===== src/rtl/f1_pkg.sv =====
// Shared definitions for the reaction timer and the CPU top that feeds it.
//   rt_state_t    : reaction timer FSM state encoding
//   LIGHTS_W_DEF  : default number of start lights
//   COUNT_W_DEF   : default width of the reaction-time counter/result
package f1_pkg;

  localparam int LIGHTS_W_DEF = 8;
  localparam int COUNT_W_DEF  = 16;

  typedef enum logic [2:0] {
    IDLE,
    ARMED,
    TIMING,
    DONE,
    FALSE_START
  } rt_state_t;

endpackage


===== src/rtl/reaction_timer_if.sv =====
// Bundle between the CPU side (master) and the reaction timer (slave).
//   a0           : CPU register a0, low LIGHTS_W bits are the light pattern
//   btn          : asynchronous driver button, active-high
//   lights       : registered light pattern
//   result       : last captured reaction time in ticks
//   result_valid : high while a result is being presented
//   false_start  : high while a false start is being flagged
//   best_time    : lowest result so far (all-ones when not tracked)
interface reaction_timer_if #(
  parameter int LIGHTS_W = 8,
  parameter int COUNT_W  = 16
);

  logic [31:0]         a0;
  logic                btn;
  logic [LIGHTS_W-1:0] lights;
  logic [COUNT_W-1:0]  result;
  logic                result_valid;
  logic                false_start;
  logic [COUNT_W-1:0]  best_time;

  modport master (
    output a0, btn,
    input  lights, result, result_valid, false_start, best_time
  );

  modport slave (
    input  a0, btn,
    output lights, result, result_valid, false_start, best_time
  );

endinterface


===== src/rtl/btn_sync.sv =====
// Two-flop synchroniser followed by a registered rising-edge detector.
//   clk      : system clock
//   rst      : synchronous active-high reset
//   async_in : asynchronous level input
//   pulse    : one-cycle pulse, three cycles after async_in rises
// A held input yields exactly one pulse.
module btn_sync (
  input  logic clk,
  input  logic rst,
  input  logic async_in,
  output logic pulse
);

  logic meta;
  logic sync;
  logic sync_d;

  always_ff @(posedge clk) begin
    if (rst) begin
      meta   <= 1'b0;
      sync   <= 1'b0;
      sync_d <= 1'b0;
      pulse  <= 1'b0;
    end else begin
      meta   <= async_in;
      sync   <= meta;
      sync_d <= sync;
      pulse  <= sync & ~sync_d;
    end
  end

endmodule


===== src/rtl/reaction_timer.sv =====
// F1 start-light reaction timer. Registers the light pattern from a0, arms
// when all lights are on, starts timing at lights-out and captures the tick
// count at the next button press. A press while armed is a false start.
//   clk : system clock
//   rst : synchronous active-high reset
//   bus : reaction_timer_if slave (a0, btn in; lights, result,
//         result_valid, false_start, best_time out)
// Optional feature macro: REACTION_BEST_EN keeps a best (lowest) result
// register; without it best_time is tied to all-ones.
//
// state       | meaning
// IDLE        | waiting for all lights on
// ARMED       | all lights on, waiting for lights out
// TIMING      | lights out, counting ticks until press
// DONE        | result captured and presented
// FALSE_START | press seen while armed
module reaction_timer
  import f1_pkg::*;
#(
  parameter int LIGHTS_W     = LIGHTS_W_DEF,
  parameter int CLK_PER_TICK = 1000,
  parameter int COUNT_W      = COUNT_W_DEF
) (
  input  logic           clk,
  input  logic           rst,
  reaction_timer_if.slave bus
);

  localparam int                 PRE_W     = $clog2(CLK_PER_TICK);
  localparam logic [PRE_W-1:0]   PRE_LAST  = PRE_W'(CLK_PER_TICK - 1);
  localparam logic [COUNT_W-1:0] COUNT_MAX = '1;

  rt_state_t           state;
  logic [LIGHTS_W-1:0] lights_q;
  logic [PRE_W-1:0]    presc;
  logic [COUNT_W-1:0]  count;
  logic [COUNT_W-1:0]  result_q;
  logic                result_valid_q;
  logic                false_start_q;
  logic                press;
  logic                all_on;
  logic                all_off;
  logic                mid;
  logic                unused_a0_hi;

  assign unused_a0_hi = ^bus.a0[31:LIGHTS_W];

  btn_sync u_btn_sync (
    .clk      (clk),
    .rst      (rst),
    .async_in (bus.btn),
    .pulse    (press)
  );

  always_ff @(posedge clk) begin
    if (rst) lights_q <= '0;
    else     lights_q <= bus.a0[LIGHTS_W-1:0];
  end

  assign all_on  = &lights_q;
  assign all_off = ~|lights_q;
  assign mid     = !all_on && !all_off;

  // result_valid/false_start are updated on the transitions into and out of
  // DONE/FALSE_START, so they track the registered state exactly.
  always_ff @(posedge clk) begin
    if (rst) begin
      state          <= IDLE;
      presc          <= '0;
      count          <= '0;
      result_q       <= '0;
      result_valid_q <= 1'b0;
      false_start_q  <= 1'b0;
    end else begin
      case (state)
        IDLE: begin
          if (all_on) state <= ARMED;
        end
        ARMED: begin
          if (press) begin
            state         <= FALSE_START;
            false_start_q <= 1'b1;
          end else if (all_off) begin
            state <= TIMING;
            presc <= '0;
            count <= '0;
          end else if (mid) begin
            state <= IDLE;
          end
        end
        TIMING: begin
          if (press) begin
            // capture the count as it stood entering this cycle; a tick
            // landing on the same cycle is deliberately not included
            state          <= DONE;
            result_q       <= count;
            result_valid_q <= 1'b1;
          end else if (presc == PRE_LAST) begin
            presc <= '0;
            if (count != COUNT_MAX) count <= count + 1'b1;
          end else begin
            presc <= presc + 1'b1;
          end
        end
        DONE: begin
          if (mid) begin
            state          <= IDLE;
            result_valid_q <= 1'b0;
          end
        end
        FALSE_START: begin
          if (mid) begin
            state         <= IDLE;
            false_start_q <= 1'b0;
          end
        end
        default: begin
          state          <= IDLE;
          result_valid_q <= 1'b0;
          false_start_q  <= 1'b0;
        end
      endcase
    end
  end

`ifdef REACTION_BEST_EN
  logic [COUNT_W-1:0] best_q;

  always_ff @(posedge clk) begin
    if (rst) begin
      best_q <= '1;
    end else if (state == TIMING && press && count < best_q) begin
      best_q <= count;
    end
  end

  assign bus.best_time = best_q;
`else
  assign bus.best_time = '1;
`endif

  assign bus.lights       = lights_q;
  assign bus.result       = result_q;
  assign bus.result_valid = result_valid_q;
  assign bus.false_start  = false_start_q;

endmodule


===== src/flat_wrapper.sv =====
// flat-port wrapper written by rule: the top's interface ports become plain ports
module reaction_timer_flat import f1_pkg::*;
#(
  parameter int LIGHTS_W     = LIGHTS_W_DEF,
  parameter int CLK_PER_TICK = 1000,
  parameter int COUNT_W      = COUNT_W_DEF
)
  (clk, rst, bus_a0, bus_btn, bus_lights, bus_result, bus_result_valid, bus_false_start, bus_best_time);
  reaction_timer_if #(.LIGHTS_W(LIGHTS_W), .COUNT_W(COUNT_W)) bus_i ();
  input  logic clk;
  input  logic rst;
  input wire logic [$bits(bus_i.a0)-1:0] bus_a0;
  input wire logic [$bits(bus_i.btn)-1:0] bus_btn;
  output wire logic [$bits(bus_i.lights)-1:0] bus_lights;
  output wire logic [$bits(bus_i.result)-1:0] bus_result;
  output wire logic [$bits(bus_i.result_valid)-1:0] bus_result_valid;
  output wire logic [$bits(bus_i.false_start)-1:0] bus_false_start;
  output wire logic [$bits(bus_i.best_time)-1:0] bus_best_time;
  assign bus_i.a0 = bus_a0;
  assign bus_i.btn = bus_btn;
  assign bus_lights = bus_i.lights;
  assign bus_result = bus_i.result;
  assign bus_result_valid = bus_i.result_valid;
  assign bus_false_start = bus_i.false_start;
  assign bus_best_time = bus_i.best_time;
  reaction_timer #(.LIGHTS_W(LIGHTS_W), .CLK_PER_TICK(CLK_PER_TICK), .COUNT_W(COUNT_W)) u_core (.clk(clk), .rst(rst), .bus(bus_i));
endmodule

===== config.mk =====
export PLATFORM = sky130hd
export DESIGN_NAME = reaction_timer_flat
export DESIGN_NICKNAME = d
export VERILOG_FILES = /design/src/rtl/f1_pkg.sv /design/src/rtl/reaction_timer_if.sv /design/src/rtl/btn_sync.sv /design/src/rtl/reaction_timer.sv /design/src/flat_wrapper.sv
export SDC_FILE = /design/constraint.sdc
export NUM_CORES = 1
export LEC_CHECK = 0
export BUFFER_PORTS_ARGS = -buffer_cell sky130_fd_sc_hd__buf_4
export CORE_MARGIN = 2
export CORE_UTILIZATION = 40
export DETAILED_ROUTE_END_ITERATION = 12
export HOLD_SLACK_MARGIN = 0.12
export PLACE_DENSITY = 0.67
export SLEW_MARGIN = 20
export SYNTH_ARGS = -nofsm -noshare
export SYNTH_HDL_FRONTEND = slang
export SYNTH_SLANG_ARGS = --single-unit

===== constraint.sdc =====
create_clock -name clk -period 3.7 [get_ports clk]
set_clock_uncertainty 0.2 [all_clocks]
set_input_delay 0.74 -clock clk [delete_from_list [all_inputs] [get_ports clk]]
set_output_delay 0.74 -clock clk [all_outputs]
set_load 0.1 [all_outputs]

==> flow_summary.yaml <==
place:
  preCtsSetupSlack_ns: 0.880
  dpl.hpwl_um: 3430
  placement.io_buffers: 36
  gp_congestion: 0.780
clock_tree:
  cts_resized: 0
  post_cts_buffers: 0
  clock_sinks: 59
  cts_buffers: 9
  clock_tree.root_cell: "clkbuf_8"
  worstSkewPairLatency_ns: 0.35
  cts.reportedPaths.clkPinSlew_ns: 0.07
  cts_hold_buf: 0
  h-tree-depth: 3
  cts_tree: "done"
  clk_path_buf_depth: 2
setup_path:
  critPathLaunchType: "flip-flop"
  path_class: "reg2reg"
  crit_fanout: 11
  max_stage_delay_ns: 0.51
  slowest_stage: "or4bb_1"
  arrival_ns: 2.92
  cp_cell_sequence: "ha_1 -> or4bb_1 -> o31ai_2 -> o211ai_1 -> buf_4 -> or4_1 -> a21oi_1"
  required_ns: 3.78
  cp-end-kind: "flip-flop"
  crit_family: "simple AND/OR/NAND/NOR gates"
  crit_buf_inv: 1
routing:
  routed_wl_um: 5140
  drc: 0
  drt_iter0_markers: 59
  routed-via-count: 2198
  wl_per_cell_um: 12.0
  vias_per_cell: 5.14
  postRouteAntennaNets: 0
  first_pass_iters: 4
logic_synthesis:
  synth_warnings: 0
  synth_area_per_cell_um2: 8.39
  ys_types: 46
  netlist_area_mm2: 0.00262
  postSynthCellCount: 312
  ys_ff_latch: 59
  async_flop_share_pct: 0
  synth_edf_count: 0
  yosysSeqAreaShare_pct: 45.1
  synth_ff_type: "dfxtp_1"
power_and_ir_drop:
  clock_power_share_pct: 47.6
  seqPwrFrac_pct: 42.3
  p_comb_share_pct: 10.1
  power.density_mw_per_mm2: 490
  sw_frac_of_total_pct: 27.0
  vdd_drop_max_uv: 282
  p_sw_uw: 413
  p_leak_nw: 1.16
  intPower_mw: 1.12
sta:
  maxSlewViolCount: 0
  finalWorstSetupSlack_ns: 0.857
  slew_headroom_pct: 44.3
  worst_pin_slew_ns: 0.836
  hold_viol_final: 0
  hold_ws_ns: 0.181
  final.period_utilization_pct: 76.8
  setup_viol: 0
  fin_crit_ns: 2.84
  rsz0062_at_grt: "no"
  max_freq_mhz: 352
  setup_tns_ns: 0
floorplanning:
  die_w_um: 84.9
  core-area_mm2: 0.00635
  num_io_pins: 77
  die-area_mm2: 0.00721
  start_util_pct: 41.2
  die_h_um: 84.9
  rows: 29
grt:
  antenna_found_initial: 0
  grt_pass1_wl_um: 8890
  grt_usage_pct: 15.3
  first_global_vias: 1969
  grt_max_degree: 38
  overflow: 0
layout:
  drive_gt1_share_pct: 18.2
  synthToLayoutAreaGrowth_pct: 19.4
  antenna_cells: 0
  final_util_pct: 49.2
  nets: 383
flow_run:
  cap_violations: 0
outcome:
  status: "finished clean"
hold_path:
  hold_class: "reg2reg"
per-stage QoR:
stage | total power [mW] | cell area (um2) | instances
finish | 1.53 | 3120 | 428
global route | 1.58 | 3120 | 428
CTS | 1.54 | 3120 | 428
detailed placement | 0.816 | 2880 | 412
global placement | 0.815 | 2880 | 412
floorplan | 0.808 | 2670 | 327
layout by cell type (no fill, tap or decap), types with 2 or more instances in the layout:
cell type	instances
conb_1	16
or2_2	3
or4_1	4
o31ai_1	4
dfxtp_1	59
buf_4	39
or4_4	2
o211ai_1	3
bufinv_16	3
nand4_1	8
nand2_1	51
and3_1	4
nor3_1	5
a21oi_1	34
clkbuf_8	9
and4_1	3
and2_1	2
inv_1	4
o21ai_0	10
nand3_1	12
nor2b_1	12
nor2_1	18
a211oi_1	4
xor2_1	8
ha_1	2
inv_6	2
or3_1	10
layout make-up:
cell class	instances	area (um2)
fillers	630	3230
multi-input cells	233	1290
flip-flops and latches	59	1180
repair buffers	39	293
clock buffers	9	124
clock inverters	7	124
well taps	77	96.3
inverters	4	15.0
synth_stat cells (2+ instances only):
library cell / count / share of area, %
a211oi_1: 4 / 1.1
a21oi_1: 34 / 6.5
and2_1: 2 / 0.48
and3_1: 4 / 0.96
and4_1: 3 / 1.0
buf_2: 2 / 0.38
buf_4: 16 / 4.6
clkbuf_1: 11 / 1.6
dfxtp_1: 59 / 45
ha_1: 2 / 0.96
inv_1: 4 / 0.57
nand2_1: 51 / 7.3
nand3_1: 12 / 2.3
nand4_1: 8 / 1.9
nor2_1: 18 / 2.6
nor2b_1: 12 / 2.9
nor3_1: 5 / 0.96
o211ai_1: 3 / 0.86
o21ai_0: 10 / 1.9
o31ai_1: 4 / 1.1
or2_2: 3 / 0.72
or3_1: 10 / 2.4
or4_1: 4 / 1.1
or4_4: 2 / 0.86
xor2_1: 8 / 2.7
layer usage:
| metal | GRT usage, % | part of all wire [%] | vias up |
|---|---|---|---|
| met5 | 0 | 0 | - |
| met4 | 4.33 | 1.6 | 0 |
| met3 | 6.91 | 5.1 | 11 |
| met2 | 24.1 | 47 | 51 |
| met1 | 19.1 | 46 | 1014 |
| li1 | - | - | 1122 |
state kept, by name (all words and copies together), names as in the netlist:
signal / count
u_core.count: 16
u_core.u_btn_sync.meta: 1
u_core.presc: 10
u_core.u_btn_sync.sync_d: 1
u_core.bus.lights: 8
u_core.state: 3
u_core.bus.false_start: 1
u_core.u_btn_sync.pulse: 1
u_core.bus.result_valid: 1
u_core.u_btn_sync.sync: 1
u_core.bus.result: 16
power groups by stage:
stage | Combinational (mW) | Clock [mW] | Sequential (mW)
global placement | 0.153 | 0 | 0.662
CTS | 0.154 | 0.742 | 0.647
floorplan | 0.107 | 0 | 0.701
finish | 0.154 | 0.729 | 0.647
global route | 0.159 | 0.775 | 0.648
detailed placement | 0.154 | 0 | 0.662
final timing paths:
| path | from | to | slack, ns | cells past startpoint |
|---|---|---|---|---|
| worst max-delay path | u_core.presc[0]$_SDFFE_PP0P_ | u_core.count[12]$_SDFFE_PP0P_ | 0.86 | 7 |
| worst min-delay path | u_core.u_btn_sync.sync_d$_SDFF_PP0_ | u_core.u_btn_sync.pulse$_SDFF_PP0_ | 0.18 | 1 |
| worst max register to register | u_core.presc[0]$_SDFFE_PP0P_ | u_core.count[12]$_SDFFE_PP0P_ | 0.86 | 7 |
| worst min register to register | u_core.u_btn_sync.sync_d$_SDFF_PP0_ | u_core.u_btn_sync.pulse$_SDFF_PP0_ | 0.18 | 1 |
worst register-to-register path, stage by stage, from the launching register on:
cell and delay [ns]:
dfxtp_1 0.37, ha_1 0.25, or4bb_1 0.51, o31ai_2 0.26
o211ai_1 0.35, buf_4 0.29, or4_1 0.41, a21oi_1 0.14
logic make-up (layout without fill, tap and decap cells):
logic type,count (synthesis),in the layout,synth area share [%]
simple gates,142,142,28.2
other cells,1,16,0.143
fa+ha+maj,2,2,0.956
xor+xnor,9,9,3.01
mux,1,1,0.382
compound gates,63,63,14.5
buf+inv,35,59,7.70
flops,59,59,45.1
No activity file was read; power rests on OpenSTA's default activity.
